### src/rtl/types_pkg.sv
// types_pkg: shared control/datapath types for the multi-cycle CPU core.
//   alu_ctrl      - ALU operation select
//   instr_format  - immediate format for the sign-extend unit
//   result_src_t  - register-file write-back source select
//   mc_state_t    - multi-cycle control sequencer states
//   OP_*          - major opcodes recognised by the sequencer
//   imm_fmt()     - opcode -> immediate format
package types_pkg;

    typedef enum logic [3:0] {
        ALU_ADD, ALU_SUB, ALU_SLL, ALU_SLT, ALU_SLTU,
        ALU_XOR, ALU_SRL, ALU_SRA, ALU_OR, ALU_AND
    } alu_ctrl;

    typedef enum logic [2:0] {FMT_R, FMT_I, FMT_S, FMT_B, FMT_J} instr_format;

    typedef enum logic [1:0] {RES_ALU, RES_MEM, RES_PC4} result_src_t;

    typedef enum logic [3:0] {
        IDLE, FETCH, DECODE, EXEC_R, EXEC_I, MEM_ADR, MEM_RD,
        MEM_WB, MEM_WR, BRANCH, JAL, ALU_WB, TRAP
    } mc_state_t;

    localparam logic [6:0] OP_R      = 7'b0110011;
    localparam logic [6:0] OP_I      = 7'b0010011;
    localparam logic [6:0] OP_LOAD   = 7'b0000011;
    localparam logic [6:0] OP_STORE  = 7'b0100011;
    localparam logic [6:0] OP_BRANCH = 7'b1100011;
    localparam logic [6:0] OP_JAL    = 7'b1101111;

    function automatic instr_format imm_fmt(input logic [6:0] op);
        return op == OP_STORE ? FMT_S :
               op == OP_BRANCH ? FMT_B :
               op == OP_JAL ? FMT_J :
               (op == OP_I || op == OP_LOAD) ? FMT_I : FMT_R;
    endfunction

endpackage

### src/rtl/mc_control_fsm_alu_decoder.sv
// alu_decoder: funct3/funct7/opcode -> ALU operation.
//   opcode   in  major opcode (R-type enables SUB via funct7[5])
//   funct3   in  instruction funct3
//   funct7_5 in  instruction bit 30 (SUB / SRA select)
//   ctrl     out ALU operation
module alu_decoder
    import types_pkg::*;
(
    input  logic [6:0] opcode,
    input  logic [2:0] funct3,
    input  logic       funct7_5,
    output alu_ctrl    ctrl
);

    // Bit 30 selects SUB only for register ops; for ADDI it is immediate data.
    // Shifts honour it in both forms (SRA vs SRL).
    always_comb begin
        ctrl = ALU_ADD;
        case (funct3)
            3'b000: ctrl = (opcode == OP_R && funct7_5) ? ALU_SUB : ALU_ADD;
            3'b001: ctrl = ALU_SLL;
            3'b010: ctrl = ALU_SLT;
            3'b011: ctrl = ALU_SLTU;
            3'b100: ctrl = ALU_XOR;
            3'b101: ctrl = funct7_5 ? ALU_SRA : ALU_SRL;
            3'b110: ctrl = ALU_OR;
            3'b111: ctrl = ALU_AND;
        endcase
    end

endmodule

### src/rtl/mc_control_fsm.sv
// mc_control_fsm: multi-cycle control sequencer (fetch/decode/execute/memory/writeback).
//   clk, rst (async, active-high)
//   instr, EQ, mem_ready                      - inputs from IR, ALU flag, memory
//   mem_req, mem_we, AdrSrc                   - shared memory port control
//   IRWrite, PCWrite, PCsrc                   - IR / PC update
//   RegWrite, ResultSrc, ALUsrc, ALUctrl, ImmSrc - datapath control
//   halted                                    - set while in TRAP (illegal op / memory timeout)
//   cycle_cnt, instret_cnt                    - perf counters, only with MC_PERF_CNT_EN
module mc_control_fsm
    import types_pkg::*;
#(
    parameter int WAIT_MAX = 15
`ifdef MC_PERF_CNT_EN
    , parameter int CNT_WIDTH = 32
`endif
) (
    input  logic        clk,
    input  logic        rst,
    input  logic [31:0] instr,
    input  logic        EQ,
    input  logic        mem_ready,
    output logic        mem_req,
    output logic        mem_we,
    output logic        AdrSrc,
    output logic        IRWrite,
    output logic        PCWrite,
    output logic        PCsrc,
    output logic        RegWrite,
    output logic [1:0]  ResultSrc,
    output logic        ALUsrc,
    output alu_ctrl     ALUctrl,
    output instr_format ImmSrc,
    output logic        halted
`ifdef MC_PERF_CNT_EN
    , output logic [CNT_WIDTH-1:0] cycle_cnt
    , output logic [CNT_WIDTH-1:0] instret_cnt
`endif
);

    localparam int WW = $clog2(WAIT_MAX + 1);

    mc_state_t   state, next;
    logic [WW-1:0] wait_cnt;
    alu_ctrl     dec_ctrl;
    logic        taken;
    logic        unused_bits;

    wire [6:0] opcode = instr[6:0];
    wire [2:0] funct3 = instr[14:12];

    assign unused_bits = ^{instr[31], instr[29:15], instr[11:7]};

    alu_decoder u_alu_decoder (
        .opcode  (opcode),
        .funct3  (funct3),
        .funct7_5(instr[30]),
        .ctrl    (dec_ctrl)
    );

    assign taken = (funct3 == 3'b000 && EQ) || (funct3 == 3'b001 && !EQ);

    always_comb begin
        next      = state;
        mem_req   = 1'b0;
        mem_we    = 1'b0;
        AdrSrc    = 1'b0;
        IRWrite   = 1'b0;
        PCWrite   = 1'b0;
        PCsrc     = 1'b0;
        RegWrite  = 1'b0;
        ResultSrc = RES_ALU;
        ALUsrc    = 1'b0;
        ALUctrl   = ALU_ADD;
        ImmSrc    = FMT_R;
        halted    = 1'b0;
        case (state)
            IDLE: next = FETCH;
            FETCH: begin
                mem_req = 1'b1;
                IRWrite = mem_ready;
                PCWrite = mem_ready;
                next    = mem_ready ? DECODE : FETCH;
            end
            DECODE: begin
                ImmSrc = imm_fmt(opcode);
                next   = opcode == OP_R ? EXEC_R :
                         opcode == OP_I ? EXEC_I :
                         (opcode == OP_LOAD || opcode == OP_STORE) ? MEM_ADR :
                         opcode == OP_BRANCH ? BRANCH :
                         opcode == OP_JAL ? JAL : TRAP;
            end
            EXEC_R: begin
                ALUctrl = dec_ctrl;
                next    = ALU_WB;
            end
            EXEC_I: begin
                ALUsrc  = 1'b1;
                ALUctrl = dec_ctrl;
                ImmSrc  = FMT_I;
                next    = ALU_WB;
            end
            ALU_WB: begin
                RegWrite = 1'b1;
                next     = FETCH;
            end
            MEM_ADR: begin
                ALUsrc = 1'b1;
                ImmSrc = opcode == OP_STORE ? FMT_S : FMT_I;
                next   = opcode == OP_STORE ? MEM_WR : MEM_RD;
            end
            MEM_RD: begin
                mem_req = 1'b1;
                AdrSrc  = 1'b1;
                next    = mem_ready ? MEM_WB : MEM_RD;
            end
            MEM_WB: begin
                RegWrite  = 1'b1;
                ResultSrc = RES_MEM;
                next      = FETCH;
            end
            MEM_WR: begin
                mem_req = 1'b1;
                mem_we  = 1'b1;
                AdrSrc  = 1'b1;
                next    = mem_ready ? FETCH : MEM_WR;
            end
            BRANCH: begin
                ALUctrl = ALU_SUB;
                ImmSrc  = FMT_B;
                PCWrite = taken;
                PCsrc   = taken;
                next    = funct3[2:1] == 2'b00 ? FETCH : TRAP;
            end
            JAL: begin
                ImmSrc    = FMT_J;
                RegWrite  = 1'b1;
                ResultSrc = RES_PC4;
                PCWrite   = 1'b1;
                PCsrc     = 1'b1;
                next      = FETCH;
            end
            TRAP: halted = 1'b1;
            default: next = TRAP;
        endcase
        // A stalled access that has used up its budget traps; a completing
        // access (mem_ready) in the same cycle is not stalled, so it wins.
        if (mem_req && !mem_ready && wait_cnt == WW'(WAIT_MAX - 1))
            next = TRAP;
    end

    always_ff @(posedge clk or posedge rst) begin
        if (rst) begin
            state    <= IDLE;
            wait_cnt <= '0;
        end else begin
            state    <= next;
            wait_cnt <= (mem_req && !mem_ready && next == state) ? wait_cnt + WW'(1) : '0;
        end
    end

`ifdef MC_PERF_CNT_EN
    always_ff @(posedge clk or posedge rst) begin
        if (rst) begin
            cycle_cnt   <= '0;
            instret_cnt <= '0;
        end else begin
            if (state != IDLE && state != TRAP)
                cycle_cnt <= cycle_cnt + CNT_WIDTH'(1);
            if (next == FETCH && state inside {ALU_WB, MEM_WB, MEM_WR, BRANCH, JAL})
                instret_cnt <= instret_cnt + CNT_WIDTH'(1);
        end
    end
`endif

endmodule
### config.mk
export PLATFORM = sky130hd
export DESIGN_NAME = mc_control_fsm
export DESIGN_NICKNAME = d
export VERILOG_FILES = /design/src/rtl/types_pkg.sv /design/src/rtl/mc_control_fsm_alu_decoder.sv /design/src/rtl/mc_control_fsm.sv
export SDC_FILE = /design/constraint.sdc
export NUM_CORES = 1
export LEC_CHECK = 0
export ABC_CLOCK_PERIOD_IN_PS = 1600
export BUFFER_PORTS_ARGS = -buffer_cell sky130_fd_sc_hd__buf_2
export CORE_MARGIN = 5
export CORE_UTILIZATION = 41
export CTS_BUF_LIST = sky130_fd_sc_hd__clkbuf_8
export DETAILED_ROUTE_END_ITERATION = 10
export PLACE_DENSITY = 0.8
export SLEW_MARGIN = 0
export SYNTH_ARGS = -nofsm -noshare
export SYNTH_HDL_FRONTEND = slang
export SYNTH_SLANG_ARGS = --single-unit
export TNS_END_PERCENT = 30
### constraint.sdc
create_clock -name clk -period 1.6 [get_ports clk]
set_clock_uncertainty 0.2 [all_clocks]
set_input_delay 0.32 -clock clk [delete_from_list [all_inputs] [get_ports clk]]
set_output_delay 0.32 -clock clk [all_outputs]
set_load 0.05 [all_outputs]
==> flow_summary.ini, run 1 <==
[grt]
maximum_number_of_pins_on_one_net_before_global_route_repair = 12

[synthesis]
synth_enable_flop_cells = 0
postSynthNetCount = 166
synth_top_flop_cell = dfrtp_1
yosysWarningCount = 0
synth_async_reset_ratio_pct = 100.0
synthCells = 128
synth.lib_cells_used.distinct = 44
sequential_to_total_area_share_from_yosys_stat_pct = 20.81
syn_avg_cell_area_um2 = 7.517
synthesis.area_um2 = 962.2
synth.ff_latch_count = 8

[sta]
worst_path_end_type = output port
pin_ending_the_worst_setup_path_after_global_route_repair = ALUctrl[0]

[placed_design]
routabilityCongestion = 0.8929
dp.final_hpwl_mm = 3.061
buffer_ports.inserted = 32

[clocking]
cts-buffers-inserted = 3
cts-root-buf = clkbuf_8
htree_num_levels = 1
sinks_on_clock_net = 8
ctsLongestPathBuffers = 2

[status]
error = [ERROR DPL-0038] Utilization greater than 100%, impossible to legalize
last-stage-reached = global routing (5_1_grt)
status = aborted with a tool error

[floorplan]
rows = 17
die_w_um = 58.45
initial_core_utilization_pct = 43.08
boundaryPins = 54
die_height_um = 58.45
per-stage QoR:
stage | setup TNS, ns | instance area [um2] | setup slack (ns) | utilization [%] | instances
CTS | -10.26 | 2064 | -0.5494 | 92.44 | 245
floorplan | -5.312 | 1161 | -0.4168 | - | 128
global placement | -7.902 | 1707 | -0.5087 | 76.41 | 235
detailed placement | -8.926 | 1707 | -0.5586 | 76.41 | 235
Yosys cell counts (3+ instances only):
cell	number	area, um2
nor2_1	15	56.30
o21ai_0	5	25.02
nor3_1	7	35.03
o22ai_1	3	18.77
nor2b_1	3	18.77
a21oi_1	12	60.06
dfrtp_1	8	200.2
nand2_1	9	33.78
inv_1	5	18.77
and3_1	3	18.77
nand3_1	6	30.03
nand2b_1	6	37.54
xor2_1	3	26.28
clkbuf_1	4	15.01
logic make-up after synthesis:
| group | share of synthesized area (%) |
|---|---|
| fa+ha+maj | 3.641 |
| xor+xnor | 7.023 |
| compound gates | 25.62 |
| flops | 20.81 |
| buf+inv | 6.111 |
| mux | 3.251 |
| simple gates | 33.55 |
repair_timing:
action                                  CTS
hold buffers                              1
resized for setup                        69
hold endpoints to repair                  8
cloned                                    1
endpoints found under the setup margin   26
setup buffers                             5
pin swaps                                 5
==> run 2: changes to the inputs <==
- ABC_CLOCK_PERIOD_IN_PS: 1600 -> 2100
- CORE_AREA: not set -> 5 5 66 68
- CORE_MARGIN: 5 -> not set
- CORE_UTILIZATION: 41 -> not set
- CTS_BUF_LIST: sky130_fd_sc_hd__clkbuf_8 -> not set
- DIE_AREA: not set -> 0 0 71 73
- PLACE_DENSITY: 0.8 -> not set
- PLACE_DENSITY_LB_ADDON: not set -> 0.15
- clock period: 1.6 -> 2.1 ns (I/O delays scaled with it)
==> run 2 against run 1 <==
Against the previous run: the flow now finishes, with violations (setup timing); area after synthesis stayed put; synthesized cell count stayed put.
==> flow_summary.ini, run 2 <==
[status]
status = complete, but fails checks
violated_checks = setup timing

[critical_path]
cp_cell_sequence = nand2b_4 > nor3_4 > nand4_1 > buf_4 > o22ai_2 > buf_6
critical-path-max-stage-delay_ns = 0.39
crit_slowest_cell = dfrtp_1
cp_data_arrival_time_ns = 1.62
criticalPathCategory = reg -> out
worst_flop_to_flop_path_startpoint = state[0]
crit_path_max_fanout = 3
worstReg2RegEnd = state[1]
worstRegToRegCells = 13
cp-end-kind = output port
worst-endpoint-required_ns = 1.48
worst_case_register_to_register_setup_slack_ns = -0.06
worst_setup_path_start_kind = flop

[grt]
grt_overflow_total = 0
grt_pass1_vias = 1306
number_of_antenna_violations_at_the_first_check_in_global_routing = 0
grt_pass1_wl_mm = 5.568
maximum_number_of_pins_on_one_net_before_global_route_repair = 12
groute.usage.overall_pct = 13.25

[clocking]
cts_tree = done
ctsLongestPathBuffers = 2
clock_latency_ns = 0.22
cts-root-buf = clkbuf_8
cts-buffers-inserted = 3
sinks_on_clock_net = 8
htree_num_levels = 1
clkTransAtPathRegs_ns = 0.04

[floorplan]
die_height_um = 73
die_w_um = 71
initial_core_utilization_pct = 25.33
coreArea_um2 = 3799
boundaryPins = 54
fp.dieArea_um2 = 5183
rows = 23

[flow_run]
timing.max_cap.violations = 0

[synthesis]
synth_async_reset_ratio_pct = 100.0
synth_area_leader_cell = dfrtp_1
yosysWarningCount = 0
synthTopCellsByCount = nor2_1 (15), a21oi_1 (12), nand2_1 (9), dfrtp_1 (8), nor3_1 (7)
postSynthNetCount = 166
synth_top_flop_cell = dfrtp_1
synth_enable_flop_cells = 0
synth.ff_latch_count = 8
synthMostInstantiatedCell = nor2_1
synthesis.area_um2 = 962.2
synth.top_cell.area_share_pct = 20.81
sequential_to_total_area_share_from_yosys_stat_pct = 20.81
synth.lib_cells_used.distinct = 44
synthTopCellsByArea = dfrtp_1 (21%), a21oi_1 (6.2%), nor2_1 (5.9%)
syn_avg_cell_area_um2 = 7.517
synthCells = 128

[sta]
max-slew-margin-rel_pct = 75.39
setup_repair_after_global_routing_missed_its_margin = true
timing.fmax_mhz = 446.7
fin_crit_sh_pct = 106.6
fin_tns_setup_ns = -0.9199
worstMarginPinSlew_ns = 0.3634
period_minus_slack_ns = 2.239
holdWs_ns = 0.3023
timing.final.max_slew_violations = 0
final-setup-viol-count = 10
worst_setup_slack_after_layout_ns = -0.1388
finalHoldViolCount = 0

[layout]
final_layout_size_suffix_gt1_share_pct = 60.56
finish.cell_count_without_fillers = 263
register_area_um2 = 203.9
final_cell_area_um2 = 1881
layout_commonest_cell = buf_4
finish.net_count = 253
multi_input_comb_area_um2 = 854.6
largestRegisters = state x4, wait_cnt x4
insertedDiodeCount = 0
area_growth_syn_to_layout_pct = 95.45
final_cell_mix = buf_4 (57), buf_2 (14), buf_6 (14)
fillCellCount = 391
postLayoutCoreUtil_pct = 49.51

[min_path]
worstHoldPathType = reg -> reg
timing.hold.worst_path_depth = 1
whs_endpoint = wait_cnt[0]
holdCritStartpoint = wait_cnt[0]

[route]
wl_per_cell_um = 12.85
drt_first_pass_iters = 4
wl_mm = 3.379
route.detailed.drc = 0
viasPerCell = 4.741
detail_route.iter0.violations = 41
antenna_violating_nets_post_route = 0
overall_via_count_from_detail_route = 1247

[pwr]
cellLeakagePower_nw = 0.8567
ir_drop_v = 0.0007394
power_density_nw_per_um2 = 1374
fin_total_pwr_mw = 2.583

[placed_design]
dp.final_hpwl_mm = 2.628
routabilityCongestion = 0.7897
dpl-instance-area_um2 = 1524
preCtsSetupSlack_ns = -0.2700
placed_cells_incl_taps = 246
buffer_ports.inserted = 32
[run 2: cell counts after synthesis]
No cell type changed its count.
[run 2: worst max-delay path by stage]
stage / from / end / slack [ns] / cells past startpoint
final: state[0] / ImmSrc[0] / -0.14 / 6
after global placement: instr[3] / ImmSrc[0] / -0.28 / 7
after CTS: state[0] / ImmSrc[1] / -0.17 / 5
after floorplan: state[3] / mem_we / -0.37 / 3
after detailed placement: instr[3] / ImmSrc[0] / -0.27 / 7
after global routing: state[0] / ALUctrl[2] / -0.19 / 7
[run 2: layout make-up]
class	count	area share, %
multi-input cells	107	45.44
repair buffers	89	36.99
flip-flops and latches	8	10.85
well taps	50	3.327
clock buffers	3	2.196
inverters	6	1.198
[run 2: cell families (layout without fill, tap and decap cells)]
group                    Yosys count  after routing  share of synthesized area, %
AO/OA/AOI/OAI                     36             36                         25.62
XOR/XNOR                           6              6                         7.023
adder cells (fa/ha/maj)            3              3                         3.641
buffers and inverters             13             98                         6.111
flip-flops                         8              8                         20.81
multiplexers                       3              3                         3.251
AND/OR/NAND/NOR                   59             59                         33.55
[run 2: timing repair]
item,CTS,global route
hold buffers,1,0
setup buffers,9,4
resized for setup,40,19
setup endpoints to repair,20,23
pin swaps,5,6
endpoints found under the hold margin,8,0
[run 2: worst max-delay path: cells and delay by family, from the launching register on]
family                 cells  cell delay, ns
DFF                        1            0.39
buffers and inverters      2            0.37
and+or+nand+nor            3            0.53
AOI/OAI and AO/OA          1            0.10
[run 2: power breakdown]
group | total [mW] | switching [mW] | internal, mW
Combinational | 2.12 | 1.15 | 0.974
Clock | 0.178 | 0.0541 | 0.124
Sequential | 0.284 | 0.0765 | 0.208
[run 2: metal layers]
metal	GRT usage, %	part of all wire (%)	up-vias
met1	15.72	43	565
met3	1.377	3.6	6
met2	24.41	52	35
met4	5.219	1.6	0
met5	0	0	-
li1	-	-	641
Note: power is estimated with default switching activity, not from simulation.
